--- config.mk ---
export PLATFORM = sky130hd
export DESIGN_NAME = uart_tx_fifo
export DESIGN_NICKNAME = d
export VERILOG_FILES = /design/src/rtl/uart_pkg.sv /design/src/rtl/sync_fifo.sv /design/src/rtl/uart_tx_fifo.sv
export SDC_FILE = /design/constraint.sdc
export NUM_CORES = 1
export LEC_CHECK = 0
export CAP_MARGIN = 5
export CORE_MARGIN = 1
export CORE_UTILIZATION = 52
export CTS_CLUSTER_DIAMETER = 60
export DETAILED_ROUTE_END_ITERATION = 6
export GPL_ROUTABILITY_DRIVEN = 0
export GPL_TIMING_DRIVEN = 0
export HOLD_SLACK_MARGIN = 0.12
export PLACE_DENSITY_LB_ADDON = 0.12
export RECOVER_POWER = 50
export SLEW_MARGIN = 20
export SYNTH_ARGS = -nofsm -noshare
export SYNTH_HDL_FRONTEND = slang
export SYNTH_SLANG_ARGS = --single-unit
export TNS_END_PERCENT = 5
--- constraint.sdc ---
create_clock -name i_clock -period 2.5 [get_ports i_clock]
set_input_delay 0.5 -clock i_clock [delete_from_list [all_inputs] [get_ports i_clock]]
set_output_delay 0.5 -clock i_clock [all_outputs]
set_load 0.01 [all_outputs]
--- src/rtl/uart_pkg.sv ---
// Shared UART definitions: FSM state encoding, oversampling default and legal
// frame-format ranges. Used by the tx FIFO transmitter and its rx counterpart.
package uart_pkg;

    typedef enum logic [2:0] {
        ST_IDLE   = 3'd0,
        ST_START  = 3'd1,
        ST_DATA   = 3'd2,
        ST_PARITY = 3'd3,
        ST_STOP   = 3'd4
    } uart_state_t;

    localparam int OVERSAMPLE_DEF = 16;
    localparam int STOP_BITS_MIN  = 1;
    localparam int STOP_BITS_MAX  = 2;
    localparam int WORD_BITS_MIN  = 5;
    localparam int WORD_BITS_MAX  = 9;

    // Counter width able to hold 0..n-1, never narrower than one bit.
    function automatic int clog2_min1(input int n);
        return (n <= 2) ? 1 : $clog2(n);
    endfunction

endpackage

--- src/rtl/sync_fifo.sv ---
// Single-clock circular-buffer FIFO. Registered count drives full/empty, so a
// word pushed into an empty FIFO is poppable only from the following cycle.
module sync_fifo #(
    parameter int WIDTH     = 8,
    parameter int ADDR_BITS = 3
) (
    input  logic                 gclk,
    input  logic                 grst_n,
    input  logic                 push,
    input  logic                 pop,
    input  logic [WIDTH-1:0]     din,
    output logic [WIDTH-1:0]     dout,
    output logic                 full,
    output logic                 empty,
    output logic [ADDR_BITS:0]   count
);

    localparam int DEPTH = 1 << ADDR_BITS;

    logic [WIDTH-1:0]     mem [DEPTH];
    logic [ADDR_BITS-1:0] wr_ptr;
    logic [ADDR_BITS-1:0] rd_ptr;
    logic                 do_push;
    logic                 do_pop;

    assign full    = (count == (ADDR_BITS+1)'(DEPTH));
    assign empty   = (count == '0);
    assign do_pop  = pop && !empty;
    // A pop in the same cycle frees the slot, so a push into a full FIFO still lands.
    assign do_push = push && (!full || do_pop);
    assign dout    = mem[rd_ptr];

    always_ff @(posedge gclk) begin
        if (do_push)
            mem[wr_ptr] <= din;
    end

    always_ff @(posedge gclk) begin
        if (!grst_n) begin
            wr_ptr <= '0;
            rd_ptr <= '0;
            count  <= '0;
        end else begin
            if (do_push)
                wr_ptr <= wr_ptr + 1'b1;
            if (do_pop)
                rd_ptr <= rd_ptr + 1'b1;
            case ({do_push, do_pop})
                2'b10:   count <= count + 1'b1;
                2'b01:   count <= count - 1'b1;
                default: count <= count;
            endcase
        end
    end

endmodule

--- src/rtl/uart_tx_fifo.sv ---
// UART transmitter with a write-side FIFO, configurable word width and stop bits.
// Define UART_TX_PARITY_EN to add a parity bit (sense set by PARITY_ODD).
module uart_tx_fifo
    import uart_pkg::*;
#(
    parameter int WIDTH_WORD_TX  = 8,
    parameter int CANT_BIT_STOP  = 2,
    parameter int FIFO_ADDR_BITS = 3,
    parameter int OVERSAMPLE     = OVERSAMPLE_DEF,
    parameter int PARITY_ODD     = 0
) (
    input  logic                     i_clock,
    input  logic                     i_reset,
    input  logic                     i_rate,
    input  logic [WIDTH_WORD_TX-1:0] i_data_in,
    input  logic                     i_tx_start,
    output logic                     o_bit_tx,
    output logic                     o_tx_done,
    output logic                     o_busy,
    output logic                     o_full,
    output logic                     o_empty,
    output logic                     o_overflow
);

    localparam int IDX_W  = clog2_min1(WIDTH_WORD_TX);
    localparam int TICK_W = clog2_min1(OVERSAMPLE);
    localparam logic [IDX_W-1:0]  DATA_LAST = IDX_W'(WIDTH_WORD_TX - 1);
    localparam logic [IDX_W-1:0]  STOP_LAST = IDX_W'(CANT_BIT_STOP - 1);
    localparam logic [TICK_W-1:0] TICK_LAST = TICK_W'(OVERSAMPLE - 1);
    localparam bit CFG_OK = (WIDTH_WORD_TX >= WORD_BITS_MIN) && (WIDTH_WORD_TX <= WORD_BITS_MAX)
                         && (CANT_BIT_STOP >= STOP_BITS_MIN) && (CANT_BIT_STOP <= STOP_BITS_MAX)
                         && (PARITY_ODD == 0 || PARITY_ODD == 1) && (OVERSAMPLE >= 1);

    if (!CFG_OK) begin : g_cfg_unsupported
    end

    uart_state_t              state;
    logic [WIDTH_WORD_TX-1:0] shift;
    logic [IDX_W-1:0]         bit_idx;
    logic [TICK_W-1:0]        tick_cnt;
`ifdef UART_TX_PARITY_EN
    logic                     par_bit;
`endif

    logic [WIDTH_WORD_TX-1:0]  fifo_dout;
    logic                      fifo_full;
    logic                      fifo_empty;
    logic [FIFO_ADDR_BITS:0]   fifo_count;
    logic                      bit_end;
    logic                      frame_end;
    logic                      pop;

    assign bit_end   = i_rate && (tick_cnt == TICK_LAST);
    assign frame_end = (state == ST_STOP) && bit_end && (bit_idx == STOP_LAST);
    // Pop straight out of the last stop tick so frames run back-to-back.
    assign pop       = (fifo_count != '0) && ((state == ST_IDLE) || frame_end);

    assign o_full  = fifo_full;
    assign o_empty = fifo_empty;

    sync_fifo #(
        .WIDTH     (WIDTH_WORD_TX),
        .ADDR_BITS (FIFO_ADDR_BITS)
    ) u_sync_fifo1 (
        .gclk   (i_clock),
        .grst_n (i_reset),
        .push   (i_tx_start),
        .pop    (pop),
        .din    (i_data_in),
        .dout   (fifo_dout),
        .full   (fifo_full),
        .empty  (fifo_empty),
        .count  (fifo_count)
    );

    always_ff @(posedge i_clock) begin
        if (!i_reset) begin
            state      <= ST_IDLE;
            shift      <= '0;
            bit_idx    <= '0;
            tick_cnt   <= '0;
            o_bit_tx   <= 1'b1;
            o_busy     <= 1'b0;
            o_tx_done  <= 1'b0;
            o_overflow <= 1'b0;
`ifdef UART_TX_PARITY_EN
            par_bit    <= 1'b0;
`endif
        end else begin
            o_tx_done  <= 1'b0;
            o_overflow <= i_tx_start && fifo_full && !pop;

            if (state == ST_IDLE) begin
                o_bit_tx <= 1'b1;
                o_busy   <= 1'b0;
            end else if (i_rate) begin
                if (tick_cnt != TICK_LAST) begin
                    tick_cnt <= tick_cnt + 1'b1;
                end else begin
                    tick_cnt <= '0;
                    case (state)
                        ST_START: begin
                            state    <= ST_DATA;
                            bit_idx  <= '0;
                            o_bit_tx <= shift[0];
                        end
                        ST_DATA: begin
                            if (bit_idx == DATA_LAST) begin
                                bit_idx <= '0;
`ifdef UART_TX_PARITY_EN
                                state    <= ST_PARITY;
                                o_bit_tx <= par_bit;
`else
                                state    <= ST_STOP;
                                o_bit_tx <= 1'b1;
`endif
                            end else begin
                                bit_idx  <= bit_idx + 1'b1;
                                shift    <= shift >> 1;
                                o_bit_tx <= shift[1];
                            end
                        end
`ifdef UART_TX_PARITY_EN
                        ST_PARITY: begin
                            state    <= ST_STOP;
                            bit_idx  <= '0;
                            o_bit_tx <= 1'b1;
                        end
`endif
                        ST_STOP: begin
                            if (bit_idx == STOP_LAST) begin
                                o_tx_done <= 1'b1;
                                state     <= ST_IDLE;
                                o_busy    <= 1'b0;
                                o_bit_tx  <= 1'b1;
                            end else begin
                                bit_idx <= bit_idx + 1'b1;
                            end
                        end
                        default: begin
                            state    <= ST_IDLE;
                            o_busy   <= 1'b0;
                            o_bit_tx <= 1'b1;
                        end
                    endcase
                end
            end

            // Loading a new word overrides whatever the state logic chose above.
            if (pop) begin
                state    <= ST_START;
                shift    <= fifo_dout;
                bit_idx  <= '0;
                tick_cnt <= '0;
                o_bit_tx <= 1'b0;
                o_busy   <= 1'b1;
`ifdef UART_TX_PARITY_EN
                par_bit  <= (^fifo_dout) ^ 1'(PARITY_ODD);
`endif
            end
        end
    end

endmodule

==> flow_summary.ini, run 1 <==
[outcome]
status = finished with violations
violations = setup timing

[hold_path]
hold_end = u_sync_fifo1.rd_ptr[2]
min_delay_path_depth = 2
min_from = u_sync_fifo1.rd_ptr[2]
hold_class = reg2reg

[setup_path]
ff2ff_setup_slack_ps = -30
path_buf_inv = 0
crit_type = reg2reg
r2r_start = tick_cnt[0]
cp_max_fo = 8
critPathTopFamily = simple AND/OR/NAND/NOR gates
path_cells = ha_4 > nand4_1 > o311ai_4 > nand3_1 > nor2_1
r2r-end = u_sync_fifo1.mem[3][6]
r2r_cells = 5
slowest_delay_ps = 770
critPathArrivalTime_ps = 2530
cp.required_ps = 2500
start_kind = flop
worstSetupEndpointType = flop
slowest_stage = nor2_1
critPathLaunch = tick_cnt[0]

[finish]
final_util_pct = 62.34
fin_area_sq_um = 5096
drive_gt1_share_pct = 21.29
fin_nets = 374
final_cell_mix = edfxtp_1 (64), dfxtp_1 (28), nand2_1 (20), a21oi_1 (17)
antenna_cells = 0
final_common_cell = edfxtp_1
syn_to_final_growth_pct = 16.34

[sta]
min_period_ps = 2530
slew_viol_final = 0
slew_headroom_pct = 39.38
clock_skew_ps = 10.85
fin_crit_sh_pct = 101.2
worstMarginPinSlew_ps = 906.0
rsz0062_at_grt = true
fin_tns_setup_ps = -157.6
timing.fmax_mhz = 395.3
hold_violations = 0
timing.final.ws_setup_ps = -29.86
report.final.setup_viol = 8

[floorplanning]
core_sq_um = 8175
die-area_sq_um = 8795
ioPinCount = 18
rows = 33
die_y_um = 93.78
start_util_pct = 53.58
die_w_um = 93.78

[synthesis]
synth_nets = 336
yosys.cell_types.count = 56
synth_ff_type = edfxtp_1
synth-edff-count = 64
avgSynthCellArea_sq_um = 13.95
yosysWarningCount = 0
synthesis.area_sq_um = 4380
ys_ff_latch = 99
synthCells = 314
ys_seq_area_share_pct = 59.87
async_flop_share_pct = 0

[clock_network]
cts_made_buffers = 9
cts.clk_slew.worst_paths_ps = 110
clock_latency_ps = 370
cts_root_buffer = clkbuf_8
cts_hold_buffers = 0
clockBufferDepth = 2
tritoncts = done
cts_sinks = 99
htreeDepth = 3

[grt]
grt-ovfl-total = 0
grt_pass1_wl_um = 13490
grt_start_max_net_pins = 20
antenna_found_initial = 0
track_usage_pct = 21.06
grt_pass1_vias = 2625

[place]
io_buffer_count = 17
dp_hpwl_um = 5596
placed_area_sq_um = 4782

[routing]
initialDrtViolationCount = 92
post_drt_wl_per_cell_um = 18.29
num_vias = 2682
vias_per_cell = 5.805
drt_pass1_iterations = 5
ant_nets = 0
wl_um = 8449
drc = 0

[power_and_ir_drop]
ir_drop_mv = 0.4078
leakagePower_nw = 1.771
p_total_mw = 4.375
powerDensity_nw_per_um2 = 858.5

[run]
max_cap_violations = 0
-- Yosys cell counts (all sizes together) (2+ instances only) --
cell	n	area [sq um]
a21oi	18	90.09
nor2	15	56.30
mux2	7	78.83
o221ai	3	32.53
xor2	3	26.28
o21ai	9	48.80
mux2i	10	100.1
nand2	22	92.59
nor3	14	70.07
or4	2	18.77
mux4	16	412.9
clkbuf	7	36.28
nor4b	2	17.52
dfxtp	35	700.7
nand3	13	65.06
edfxtp	64	1922
buf	6	70.06
nand2b	11	68.82
or3	3	18.77
a211oi	8	60.06
a21o	3	23.77
ha	9	112.6
nor2b	3	18.77
inv	6	22.52
nand4	5	31.28
-- registers in the layout (all words and copies together) (netlist names), named ones only --
name and flops:
u_sync_fifo1.mem 64, shift 8, tick_cnt 4, u_sync_fifo1.count 4, bit_idx 3, state 3, u_sync_fifo1.rd_ptr 3, u_sync_fifo1.wr_ptr 3
o_bit_tx 1, o_busy 1, o_overflow 1, o_tx_done 1
-- through the flow --
stage / worst slack (ps) / std cells / hold WS (ps)
2_1_floorplan: -9.493 / 314 / 448.5
3_3_place_gp: -1228 / 436 / 471.3
3_5_place_dp: -813.7 / 440 / 473.8
4_1_cts: -102.3 / 459 / 486.8
5_1_grt: -121.5 / 462 / 508.5
6_report: -29.86 / 462 / 492.4
-- per-layer routing --
| layer | GRT usage (%) | share of wire [%] | up-vias |
|---|---|---|---|
| li1 | - | - | 1304 |
| met1 | 26.97 | 46 | 1322 |
| met2 | 35.22 | 49 | 41 |
| met3 | 3.236 | 3.3 | 15 |
| met4 | 9.744 | 2.0 | 0 |
| met5 | 0 | 0 | - |
-- power by group --
group          switching, mW  total [mW]  leakage [nW]  internal (mW)
clock                  0.618        1.01        0.0993          0.388
sequential             0.108        2.00         0.870           1.89
combinational          0.733        1.37         0.801          0.635
total                   1.46        4.38          1.77           2.92
-- logic make-up after synthesis --
logic type,Yosys count,share of synthesized area (%)
flops,99,59.87
simple gates,96,11.48
compound gates,51,7.970
mux,33,13.51
buf+inv,21,3.342
fa+ha+maj,10,3.028
xor+xnor,4,0.7999
-- tightest hold or removal path, stage by stage, from the launching register on --
cell and delay, ps:
dfxtp_1 320, nand2_1 50, mux2i_1 70
-- layout make-up --
cell class / count / area, sq um
multi-input cells: 194 / 1744
clock buffers: 9 / 123.9
inverters: 7 / 36.28
flip-flops and latches: 99 / 2631
well taps: 105 / 131.4
fillers: 645 / 3079
plain buffers: 14 / 115.1
clock inverters: 7 / 67.56
repair buffers: 27 / 246.5
-- worst max-delay path by stage --
stage,cells after the start,slack [ps],endpoint
4_1_cts,5,-100,u_sync_fifo1.mem[3][3]
5_1_grt,10,-120,u_sync_fifo1.count[3]
6_report,5,-30,u_sync_fifo1.mem[3][6]
3_5_place_dp,10,-810,u_sync_fifo1.count[3]
3_3_place_gp,5,-1230,u_sync_fifo1.mem[4][4]
2_1_floorplan,10,-9,u_sync_fifo1.count[3]
-- repair_timing --
action | 4_1_cts | 5_1_grt
buffers inserted | 3 | 3
pin swaps | 3 | 5
hold endpoints to repair | 0 | 0
resized for setup | 7 | 16
endpoints found under the setup margin | 57 | 35
Note: power is estimated with default switching activity, not from simulation.
==> run 2: changes to the inputs <==
Settings changed: ABC_CLOCK_PERIOD_IN_PS set to 2500, CAP_MARGIN 5 to unset, CORE_MARGIN 1 to unset.
==> results of run 2 <==
Same layout as run 1: the final DEF is identical, and so are final timing and power.
==> run 3: changes to the inputs <==
Settings changed: CORE_UTILIZATION 52 to 54.
==> run 3 against run 2 <==
  * Clock power down 5%
  * First-iteration DRC count fell by 5.4%
  * Largest cell class unchanged
  * Sequential power hardly changed
  * Clock-buffer cell count unchanged
  * Final cell count decreased by 1.5%
  * Die area down 3.6%
  * Register-to-register slack got worse by 70 ps
  * Critical path depth increased by 5
  * The flow still finishes with violations (setup timing)
  * Largest power group unchanged
  * Sequential share of layout area up 0.59 points
  * Via count about the same
==> flow_summary.ini, run 3 (synthesis results as in run 1) <==
[place]
placed_area_sq_um = 4771
placed_cells = 436
io_buffer_count = 17
dp_hpwl_um = 5497

[clock_network]
cts_root_buffer = clkbuf_8
htreeDepth = 3
clockBufferDepth = 2
cts_made_buffers = 9
cts.clk_slew.worst_paths_ps = 100
clock_latency_ps = 360
tritoncts = done
cts_sinks = 99

[finish]
syn_to_final_growth_pct = 14.91
final_common_cell = edfxtp_1
largest_reg_flops = 64
fin_area_sq_um = 5034
fin_cells = 455
top_register = u_sync_fifo1.mem
antenna_cells = 0
final_cell_mix = edfxtp_1 (64), dfxtp_1 (30), nand2_1 (20), a21oi_1 (17)
fin_nets = 371
drive_gt1_share_pct = 19.55
top_regs = u_sync_fifo1.mem x64, shift x8

[routing]
drc = 0
initialDrtViolationCount = 87
wl_um = 8062
post_drt_wl_per_cell_um = 17.72
drt_pass1_iterations = 4
ant_nets = 0
num_vias = 2683
vias_per_cell = 5.897

[floorplanning]
die_y_um = 92.07
rows = 32
core_sq_um = 7767
start_util_pct = 56.39
die-area_sq_um = 8476
ioPinCount = 18
die_w_um = 92.07

[grt]
grt_pass1_vias = 2645
grt_pass1_wl_um = 13370
grt_start_max_net_pins = 19
antenna_found_initial = 0
track_usage_pct = 21.04
grt-ovfl-total = 0

[power_and_ir_drop]
power_frac_comb_pct = 30.6
powerDensity_nw_per_um2 = 846.9
leakagePower_nw = 1.742
power.switching_mw = 1.383
p_sw_share_pct = 32.45
p_total_mw = 4.263
power_frac_clock_pct = 22.5
ir_drop_mv = 0.3894
intPower_mw = 2.880
seqPwrFrac_pct = 46.9

[hold_path]
min_delay_path_depth = 2
hold_class = reg2reg
hold_end = u_sync_fifo1.rd_ptr[2]
min_from = u_sync_fifo1.rd_ptr[2]

[setup_path]
start_kind = flop
cp.required_ps = 2790
r2r-end = u_sync_fifo1.count[3]
cp_max_fo = 8
r2r_cells = 10
critPathArrivalTime_ps = 2890
r2r_start = u_sync_fifo1.count[0]
crit_type = reg2reg
worstSetupEndpointType = flop
ff2ff_setup_slack_ps = -100

[sta]
report.final.setup_viol = 11
timing.final.ws_setup_ps = -100.1
slew_viol_final = 0
worstMarginPinSlew_ps = 904.3
rsz0062_at_grt = true
timing.fmax_mhz = 384.6
fin_tns_setup_ps = -192.2
clock_skew_ps = 10.56
fin_crit_sh_pct = 104.0
hold_violations = 0
min_period_ps = 2600
slew_headroom_pct = 39.49
whs_ps = 488.8

[run]
max_cap_violations = 0

[outcome]
status = finished with violations
violations = setup timing
## run 3: cell types whose count changed in the layout (fill, tap and decap cells not counted), sizes merged
cell / before / now
buf: 16 / 12
clkbuf: 16 / 17
clkinv: 3 / 2
clkinvlp: 0 / 1
dlygate4sd1: 1 / 0
dlygate4sd2: 2 / 3
inv: 11 / 10
## run 3: layout make-up
class                           count  area [sq um]
Timing Repair Buffer               24         220.2
Sequential cell                    99          2629
Inverter                            7         33.78
Fill cell                         583          2734
Multi-Input combinational cell    194          1728
Tap cell                          102         127.6
Buffer                             14         115.1
Clock inverter                      6         56.30
Clock buffer                        9         123.9
## run 3: power by group through the flow
| stage | registers (mW) | clock network, mW | logic [mW] |
|---|---|---|---|
| finish | 2.00 | 0.959 | 1.31 |
| global route | 2.02 | 1.05 | 1.45 |
| CTS | 1.99 | 0.986 | 1.31 |
| detailed placement | 2.03 | 0 | 1.30 |
| global placement | 2.02 | 0 | 1.27 |
| floorplan | 2.00 | 0 | 0.975 |
## run 3: what timing repair did
action	in CTS	in global routing
hold endpoints to repair	0	0
pin swaps	3	1
gates resized for setup	5	11
buffers inserted	4	0
endpoints found under the setup margin	50	48
hold buffers	0	0
## run 3: how the worst max path moves through the flow
| stage | from | end | slack, ps |
|---|---|---|---|
| after floorplan | tick_cnt[0] | u_sync_fifo1.count[3] | -9 |
| after global placement | i_rate | u_sync_fifo1.mem[4][5] | -1150 |
| after detailed placement | i_rate | u_sync_fifo1.count[3] | -840 |
| after CTS | tick_cnt[0] | u_sync_fifo1.mem[5][1] | -130 |
| after global routing | u_sync_fifo1.count[0] | u_sync_fifo1.count[3] | -230 |
| final | u_sync_fifo1.count[0] | u_sync_fifo1.count[3] | -100 |
## run 3: stage by stage
step	setup slack, ps	utilization, %
2_1_floorplan	-9.493	-
3_3_place_gp	-1147	60.76
3_5_place_dp	-838.6	61.42
4_1_cts	-126.9	64.27
5_1_grt	-229.3	64.80
6_report	-100.1	64.80
## run 3: layer usage
layer | wire length (um) | global-route usage [%] | vias to the layer above
met4 | 116 | 8.333 | 0
met3 | 251 | 3.317 | 10
li1 | - | - | 1301
met1 | 3653 | 28.24 | 1316
met5 | 0 | 0 | -
met2 | 4041 | 34.45 | 56
## run 3: worst max-delay path, cell delays in order, from the launching register on
cell and delay, ps:
dfxtp_1 370, or4_1 580, buf_6 170, nand2_4 100, clkinv_4 110, ha_4 180
ha_1 270, a21o_1 190, a21oi_2 140, mux2i_1 220, mux2i_1 190
